### config.mk
export PLATFORM = sky130hd
export DESIGN_NAME = univ_shift_reg
export DESIGN_NICKNAME = d
export VERILOG_FILES = /design/src/rtl/univ_shift_reg.sv
export SDC_FILE = /design/constraint.sdc
export NUM_CORES = 1
export LEC_CHECK = 0
export CAP_MARGIN = 20
export CORE_MARGIN = 2
export CORE_UTILIZATION = 47
export DETAILED_ROUTE_END_ITERATION = 6
export PLACE_DENSITY = 0.77
export SYNTH_ARGS = -nofsm -noshare
export SYNTH_HDL_FRONTEND = slang
export SYNTH_SLANG_ARGS = --single-unit
### constraint.sdc
create_clock -name clk -period 2.9 [get_ports clk]
set_input_delay 0.58 -clock clk [delete_from_list [all_inputs] [get_ports clk]]
set_output_delay 0.58 -clock clk [all_outputs]
set_load 0.005 [all_outputs]
### src/rtl/univ_shift_reg.sv
// Universal shift register: hold/shift/rotate/load/clear modes plus an MSB-first burst serialiser.
// Optional even-parity output is built when USR_PARITY_EN is defined.
module univ_shift_reg #(
  parameter int WIDTH = 8
) (
  input  logic             clk,
  input  logic             rst,
  input  logic             en,
  input  logic [2:0]       mode,
  input  logic [WIDTH-1:0] pi,
  input  logic             sil,
  input  logic             sir,
  input  logic             start,
  output logic [WIDTH-1:0] po,
  output logic             so_msb,
  output logic             so_lsb,
  output logic             busy,
`ifdef USR_PARITY_EN
  output logic             done,
  output logic             parity
`else
  output logic             done
`endif
);

  localparam int CW = (WIDTH > 1) ? $clog2(WIDTH) : 1;
  localparam logic [CW-1:0] CNT_LAST = CW'(WIDTH - 1);

  localparam logic [2:0] M_HOLD = 3'b000;
  localparam logic [2:0] M_SHL  = 3'b001;
  localparam logic [2:0] M_SHR  = 3'b010;
  localparam logic [2:0] M_ROL  = 3'b011;
  localparam logic [2:0] M_ROR  = 3'b100;
  localparam logic [2:0] M_LOAD = 3'b101;
  localparam logic [2:0] M_ASR  = 3'b110;

  logic [CW-1:0] cnt;

  function automatic logic [WIDTH-1:0] op_next(
    input logic [2:0]       m,
    input logic [WIDTH-1:0] q,
    input logic [WIDTH-1:0] d,
    input logic             sl,
    input logic             sr
  );
    case (m)
      M_HOLD:  op_next = q;
      M_SHL:   op_next = {q[WIDTH-2:0], sl};
      M_SHR:   op_next = {sr, q[WIDTH-1:1]};
      M_ROL:   op_next = {q[WIDTH-2:0], q[WIDTH-1]};
      M_ROR:   op_next = {q[0], q[WIDTH-1:1]};
      M_LOAD:  op_next = d;
      M_ASR:   op_next = {q[WIDTH-1], q[WIDTH-1:1]};
      default: op_next = '0;
    endcase
  endfunction

  // Burst: load edge + WIDTH-1 shift edges keep busy high for exactly WIDTH cycles.
  always_ff @(posedge clk or negedge rst) begin
    if (!rst) begin
      po   <= '0;
      busy <= 1'b0;
      done <= 1'b0;
      cnt  <= '0;
    end else begin
      done <= 1'b0;
      if (busy) begin
        if (cnt != '0) begin
          po  <= {po[WIDTH-2:0], sil};
          cnt <= cnt - CW'(1);
        end else begin
          busy <= 1'b0;
          done <= 1'b1;
        end
      end else if (start) begin
        po   <= pi;
        busy <= 1'b1;
        cnt  <= CNT_LAST;
      end else if (en) begin
        po <= op_next(mode, po, pi, sil, sir);
      end
    end
  end

  assign so_msb = po[WIDTH-1];
  assign so_lsb = po[0];

`ifdef USR_PARITY_EN
  assign parity = ^po;
`endif

endmodule

==> flow_summary_export.csv, run 1 <==
group,metric,value,unit
synth,synth-adder-area-share,0.02653,
setup_path,crit_start,"busy$_DFF_PN0_",
cells_and_area,final_util,0.6367,
min_path,min_path_cells,1,
synth,synth_xor_xnor_area_share,0.009284,
route,vias,881,
route,firstDrtPassIters,6,
synth,synth_largest_area_cell,"dfrtp_1",
route,wl_per_cell,14.31,um
cells_and_area,final_layout_size_suffix_gt1_frac,0.04762,
setup_path,cp.required,2.32,ns
sta,finalSetupTns,0,ns
placed_design,place.port_buffers,28,
cells_and_area,diodes,0,
global_routing,overflow,0,
clocking,ctsHtreeMaxLevel,1,
synth,async_flop_share,1.000,
route,vias_per_cell,5.758,
die,design.core.area,1922,um2
route,wirelength,2.190,mm
route,drc_errors,0,
synth,yosys-top-cells-area,"dfrtp_1, nor2b_1, a221oi_1, o31ai_1, o2bb2ai_1",
die,rows,16,
setup_path,worstPathArrival,1.68,ns
setup_path,cp_max_fo,25,
clocking,cts-hold-fix-buffers,0,
setup_path,cp.buffers_inverters,1,
setup_path,r2r_start,"busy$_DFF_PN0_",
synth,synthMostInstantiatedCell,"dfrtp_1",
synth,yosysUniqueCellTypes,30,
clocking,clk_pin_slew,0.08,ns
sta,period_needed,2.262,ns
synth,synth_common_cells,"dfrtp_1, nor2b_1, nand2_1, o31ai_1",
die,start_util,0.4909,
setup_path,path_cells,"clkdlybuf4s50_1",
cells_and_area,finalNetCount,146,
setup_path,cpPeakStageDelay,0.77,ns
placed_design,gp_congestion,0.7928,
synth,syn-cell-area,943.4,um2
clocking,cts-resized-gates,0,
clocking,cts_setup_buffers,0,
sta,skew,0.002130,ns
cells_and_area,final_cells,153,
min_path,hold_class,"reg2reg",
run,drv_cap,0,
sta,final-hold-violation-count,0,
synth,synth_top_cell_area_share,0.3448,
synth,synth_nets,122,
sta,slew_violations,0,
synth,synth_compound_area_frac,0.3249,
setup_path,crit_slowest_cell,"dfrtp_1",
global_routing,grt_max_degree,26,
setup_path,crit_path_end,"busy",
setup_path,cp.depth,1,
sta,setup-violations-final,0,
synth,yosysWarnings,0,
status,status,"completed",
setup_path,startpoint_type,"register",
synth,ys.flop_type,"dfrtp_1",
clocking,cts_tree,"yes",
sta,rsz0062_at_grt,"no",
sta,min_period_over_period,0.7800,
setup_path,critPathKind,"reg2out",
placed_design,dp.cells,149,
sta,relSlewSlack,0.5605,
setup_path,r2r-end,"po[2]$_DFFE_PN0P_",
die,die_x,48.80,um
global_routing,grt_pass1_vias,883,
clocking,clock_sinks,13,
synth,syn-instance-count,103,
synth,syn_avg_cell_area,9.159,um2
power,vdd_drop_max,0.0005839,V
setup_path,cp-end-kind,"primary output",
clocking,ctsLongestPathBuffers,2,
synth,synth_seq_cells,13,
clocking,cts_root_buffer,"clkbuf_4",
synth,synth_top_family_by_area,"compound AO/OA/AOI/OAI gates",
die,die-area,2381,um2
die,die_y,48.80,um
global_routing,grt_usage,0.2102,
global_routing,grt_pass1_wl,4.057,mm
route,drtIter0Drc,10,
power,p_leak,0.4599,nW
sta,worst_pin_slew,0.6593,ns
setup_path,reg2reg_depth,3,
synth,ys_seq_area_frac,0.3448,
setup_path,reg2reg_setup_slack,1.14,ns
cells_and_area,area_growth,29.71,%
route,antenna_left,0,
setup_path,critical-path-top-delay-family,"flip-flops",
synth,synth_edf_count,0,
synth,yosys.area_share.simple,0.2003,
clocking,cts_inserted_buffers,3,
synth,synth_mux_area_frac,0.01061,
placed_design,hpwl,1.614,mm
power,p_per_area,891.0,nW/um2
sta,clock.fmax,442.1,MHz
die,pin_count,29,
clocking,clock_latency,0.28,ns
global_routing,antenna_found_initial,0,
[sequential cells by signal, summed over array words and instances (netlist names)]
register	count
po	8
done	1
busy	1
cnt	3
[cells by family after synthesis]
logic type | after synthesis
AO/OA/AOI/OAI | 39
AND/OR/NAND/NOR | 33
buffers and inverters | 14
flip-flops | 13
adder cells (fa/ha/maj) | 2
XOR/XNOR | 1
multiplexers | 1
[layout make-up]
cell class,count,area [um2]
Inverter,5,18.77
Tap cell,27,33.78
Timing Repair Buffer,28,280.3
Sequential cell,13,325.3
Clock buffer,4,26.28
Multi-Input combinational cell,76,539.3
Fill cell,189,698.2
[per-stage QoR]
step                      cell area, um2  setup WS (ns)  total power [mW]  hold slack [ns]
final                               1224         0.6380             1.090           0.4930
after global routing                1224         0.5229             1.202           0.5332
after CTS                           1224         0.6331             1.101           0.4966
after detailed placement            1197         0.5358            0.9869           0.4854
after global placement              1197         0.5645            0.9600           0.4710
after floorplan                    943.4          1.254            0.7470           0.2844
[layer usage]
layer / wire [um] / up-vias / GRT usage / part of all wire
met5: 0 / - / 0 / 0
met4: 0 / 0 / 0.02381 / 0
met3: 70 / 0 / 0.05215 / 0.032
met2: 1109 / 20 / 0.3813 / 0.51
met1: 1009 / 425 / 0.2583 / 0.46
li1: - / 436 / - / -
[where the power goes]
group | switching (mW) | leakage, nW | internal (mW)
registers | 0.135 | 0.151 | 0.277
clock network | 0.0613 | 0.0150 | 0.0533
logic | 0.225 | 0.294 | 0.338
total | 0.421 | 0.460 | 0.669
[worst min-delay path by stage]
stage / start / end / slack [ns]
floorplan: rst / busy$_DFF_PN0_ / 0.28
global placement: cnt[0]$_DFFE_PN0P_ / cnt[0]$_DFFE_PN0P_ / 0.47
detailed placement: cnt[0]$_DFFE_PN0P_ / cnt[0]$_DFFE_PN0P_ / 0.49
CTS: cnt[0]$_DFFE_PN0P_ / cnt[0]$_DFFE_PN0P_ / 0.50
global route: cnt[0]$_DFFE_PN0P_ / cnt[0]$_DFFE_PN0P_ / 0.53
finish: cnt[0]$_DFFE_PN0P_ / cnt[0]$_DFFE_PN0P_ / 0.49
[placed cells by master, fill, tap and decap left out, drive strengths merged]
master          n
inv             5
o211ai          2
a221oi          7
a31oi           3
o22ai           1
dfrtp          13
a221o           2
mux2i           1
or3             3
a21o            1
ha              2
or2             1
nor3b           2
o21a            1
nand3b          2
nor2b          12
o31ai           8
clkbuf          4
nand2b          2
xor2            1
clkdlybuf4s50  28
nand2           8
o21ai           7
a41oi           1
o2bb2ai         6
nor2            3
(Power assumes the default switching activity.)
==> run 2, diff against run 1 <==
--- a/config.mk
+++ b/config.mk
@@ -7,9 +7,9 @@
 export LEC_CHECK = 0
 export CAP_MARGIN = 20
 export CORE_MARGIN = 2
-export CORE_UTILIZATION = 47
+export CORE_UTILIZATION = 46
 export DETAILED_ROUTE_END_ITERATION = 6
-export PLACE_DENSITY = 0.77
+export PLACE_DENSITY = 0.76
 export SYNTH_ARGS = -nofsm -noshare
 export SYNTH_HDL_FRONTEND = slang
 export SYNTH_SLANG_ARGS = --single-unit
==> constraint.sdc (replaced) <==
create_clock -name clk -period 2.3 [get_ports clk]
set_input_delay 0.46 -clock clk [delete_from_list [all_inputs] [get_ports clk]]
set_output_delay 0.46 -clock clk [all_outputs]
set_load 0.005 [all_outputs]
==> run 2 against run 1 <==
- clock skew increased by 0.0023 ns
- final cell count up 3.3%
- via count rose by 0.57%
- cell area grew 3.1%
- setup slack lost 0.24 ns
- count of clock-buffer cells in the layout is the same
==> flow_summary_export.csv, run 2 (synthesis gave the netlist of run 1 again) <==
group,metric,value,unit
status,status,"completed",
power,sequentialPowerShare,0.359,
cells_and_area,largest_register,"po",
clocking,clock_latency,0.27,ns
sta,clock.fmax,525.7,MHz
route,wl_per_cell,13.83,um
setup_path,worstPathArrival,1.44,ns
power,total_power,1.389,mW
placed_design,dp.cells,154,
sta,period_needed,1.902,ns
route,vias,886,
sta,slew_violations,0,
setup_path,startpoint_type,"register",
global_routing,overflow,0,
die,die_x,49.29,um
setup_path,cpPeakStageDelay,0.59,ns
clocking,cts_root_buffer,"clkbuf_4",
min_path,min_from,"cnt[0]$_DFFE_PN0P_",
clocking,clk_pin_slew,0.08,ns
power,internal_power,857.7,uW
setup_path,path_cells,"clkdlybuf4s50_1",
power,p_per_area,1101,nW/um2
die,start_util,0.4858,
clocking,clock_sinks,13,
global_routing,grt_max_degree,15,
min_path,hold_class,"reg2reg",
cells_and_area,seq_area,325.3,um2
global_routing,grt_pass1_wl,3.643,mm
setup_path,cp.required,1.84,ns
cells_and_area,multi_input_area,539.3,um2
route,wirelength,2.185,mm
route,vias_per_cell,5.608,
cells_and_area,fill_cells,170,
sta,rsz0062_at_grt,"no",
power,p_leak,0.4835,nW
min_path,hold_end,"cnt[0]$_DFFE_PN0P_",
setup_path,reg2reg_setup_slack,0.69,ns
setup_path,reg2reg_depth,3,
die,rows,16,
run,drv_cap,0,
cells_and_area,diodes,0,
clocking,ctsLongestPathBuffers,2,
placed_design,hpwl,1.632,mm
clocking,cts_tree,"yes",
power,p_clk_frac,0.103,
global_routing,antenna_found_initial,0,
setup_path,critPathKind,"reg2out",
sta,finalSetupTns,0,ns
setup_path,r2r-end,"po[1]$_DFFE_PN0P_",
power,vdd_drop_max,0.0006664,V
cells_and_area,largest_reg_flops,8,
die,design.core.area,1942,um2
placed_design,place.port_buffers,28,
min_path,min_path_cells,1,
route,drc_errors,0,
cells_and_area,area_growth,33.69,%
setup_path,cp.buffers_inverters,1,
power,p_sw,531.5,uW
power,p_comb_frac,0.539,
setup_path,critical-path-top-delay-family,"flip-flops",
clocking,cts_inserted_buffers,3,
sta,setup-violations-final,0,
setup_path,crit_slowest_cell,"dfrtp_1",
sta,final-hold-violation-count,0,
die,pin_count,29,
cells_and_area,fin_area,1261,um2
clocking,ctsHtreeMaxLevel,1,
clocking,cts-hold-fix-buffers,0,
route,antenna_left,0,
setup_path,cp-end-kind,"primary output",
cells_and_area,final_common_cell,"clkdlybuf4s50_1",
die,die_y,49.29,um
cells_and_area,finalNetCount,151,
setup_path,cp_max_fo,13,
sta,min_period_over_period,0.8270,
cells_and_area,final_layout_size_suffix_gt1_frac,0.08397,
clocking,cts_setup_buffers,0,
placed_design,gp_congestion,0.7886,
route,firstDrtPassIters,4,
global_routing,grt_pass1_vias,789,
cells_and_area,final_cell_mix,"clkdlybuf4s50_1, dfrtp_1, nor2b_1",
global_routing,grt_usage,0.1934,
power,switching_share,0.3826,
sta,relSlewSlack,0.5775,
cells_and_area,final_cells,158,
setup_path,r2r_start,"busy$_DFF_PN0_",
sta,skew,0.004403,ns
sta,worst_pin_slew,0.6318,ns
clocking,cts-resized-gates,0,
die,die-area,2429,um2
cells_and_area,top_regs,"po (8), cnt (3)",
route,drtIter0Drc,13,
cells_and_area,final_util,0.6495,
placed_design,place_area,1235,um2
## run 2: area by class of cell
type,count,share of cell area
Multi-Input combinational cell,76,0.4276
Sequential cell,13,0.2579
Timing Repair Buffer,33,0.2520
Tap cell,27,0.02679
Clock buffer,4,0.02083
Inverter,5,0.01488
## run 2: worst max path at each step
stage | start | slack (ns) | end | cells after the start
6_report | busy$_DFF_PN0_ | 0.40 | busy | 1
5_1_grt | busy$_DFF_PN0_ | 0.32 | busy | 1
4_1_cts | busy$_DFF_PN0_ | 0.39 | busy | 1
3_5_place_dp | mode[0] | 0.18 | po[1]$_DFFE_PN0P_ | 4
3_3_place_gp | mode[0] | 0.20 | po[1]$_DFFE_PN0P_ | 4
2_1_floorplan | start | 0.77 | po[0]$_DFFE_PN0P_ | 6
## run 2: routing by layer
metal  vias to the layer above  track usage  share of wire
li1                        441            -              -
met1                       423       0.2678           0.48
met2                        20       0.3018           0.47
met3                         2      0.03067          0.040
met5                         -            0              0
met4                         0      0.07143         0.0064
## run 2: stage by stage
stage / hold slack [ns] / setup slack (ns)
after floorplan: 0.1644 / 0.7737
after global placement: 0.4624 / 0.1997
after detailed placement: 0.4824 / 0.1803
after CTS: 0.4924 / 0.3896
after global routing: 0.5317 / 0.3182
final: 0.4849 / 0.3978
## run 2: power groups by stage
stage,combinational (mW),sequential (mW),clock (mW)
floorplan,0.476,0.466,0
global placement,0.730,0.498,0
detailed placement,0.753,0.500,0
CTS,0.757,0.497,0.150
global route,0.831,0.521,0.165
finish,0.749,0.498,0.142
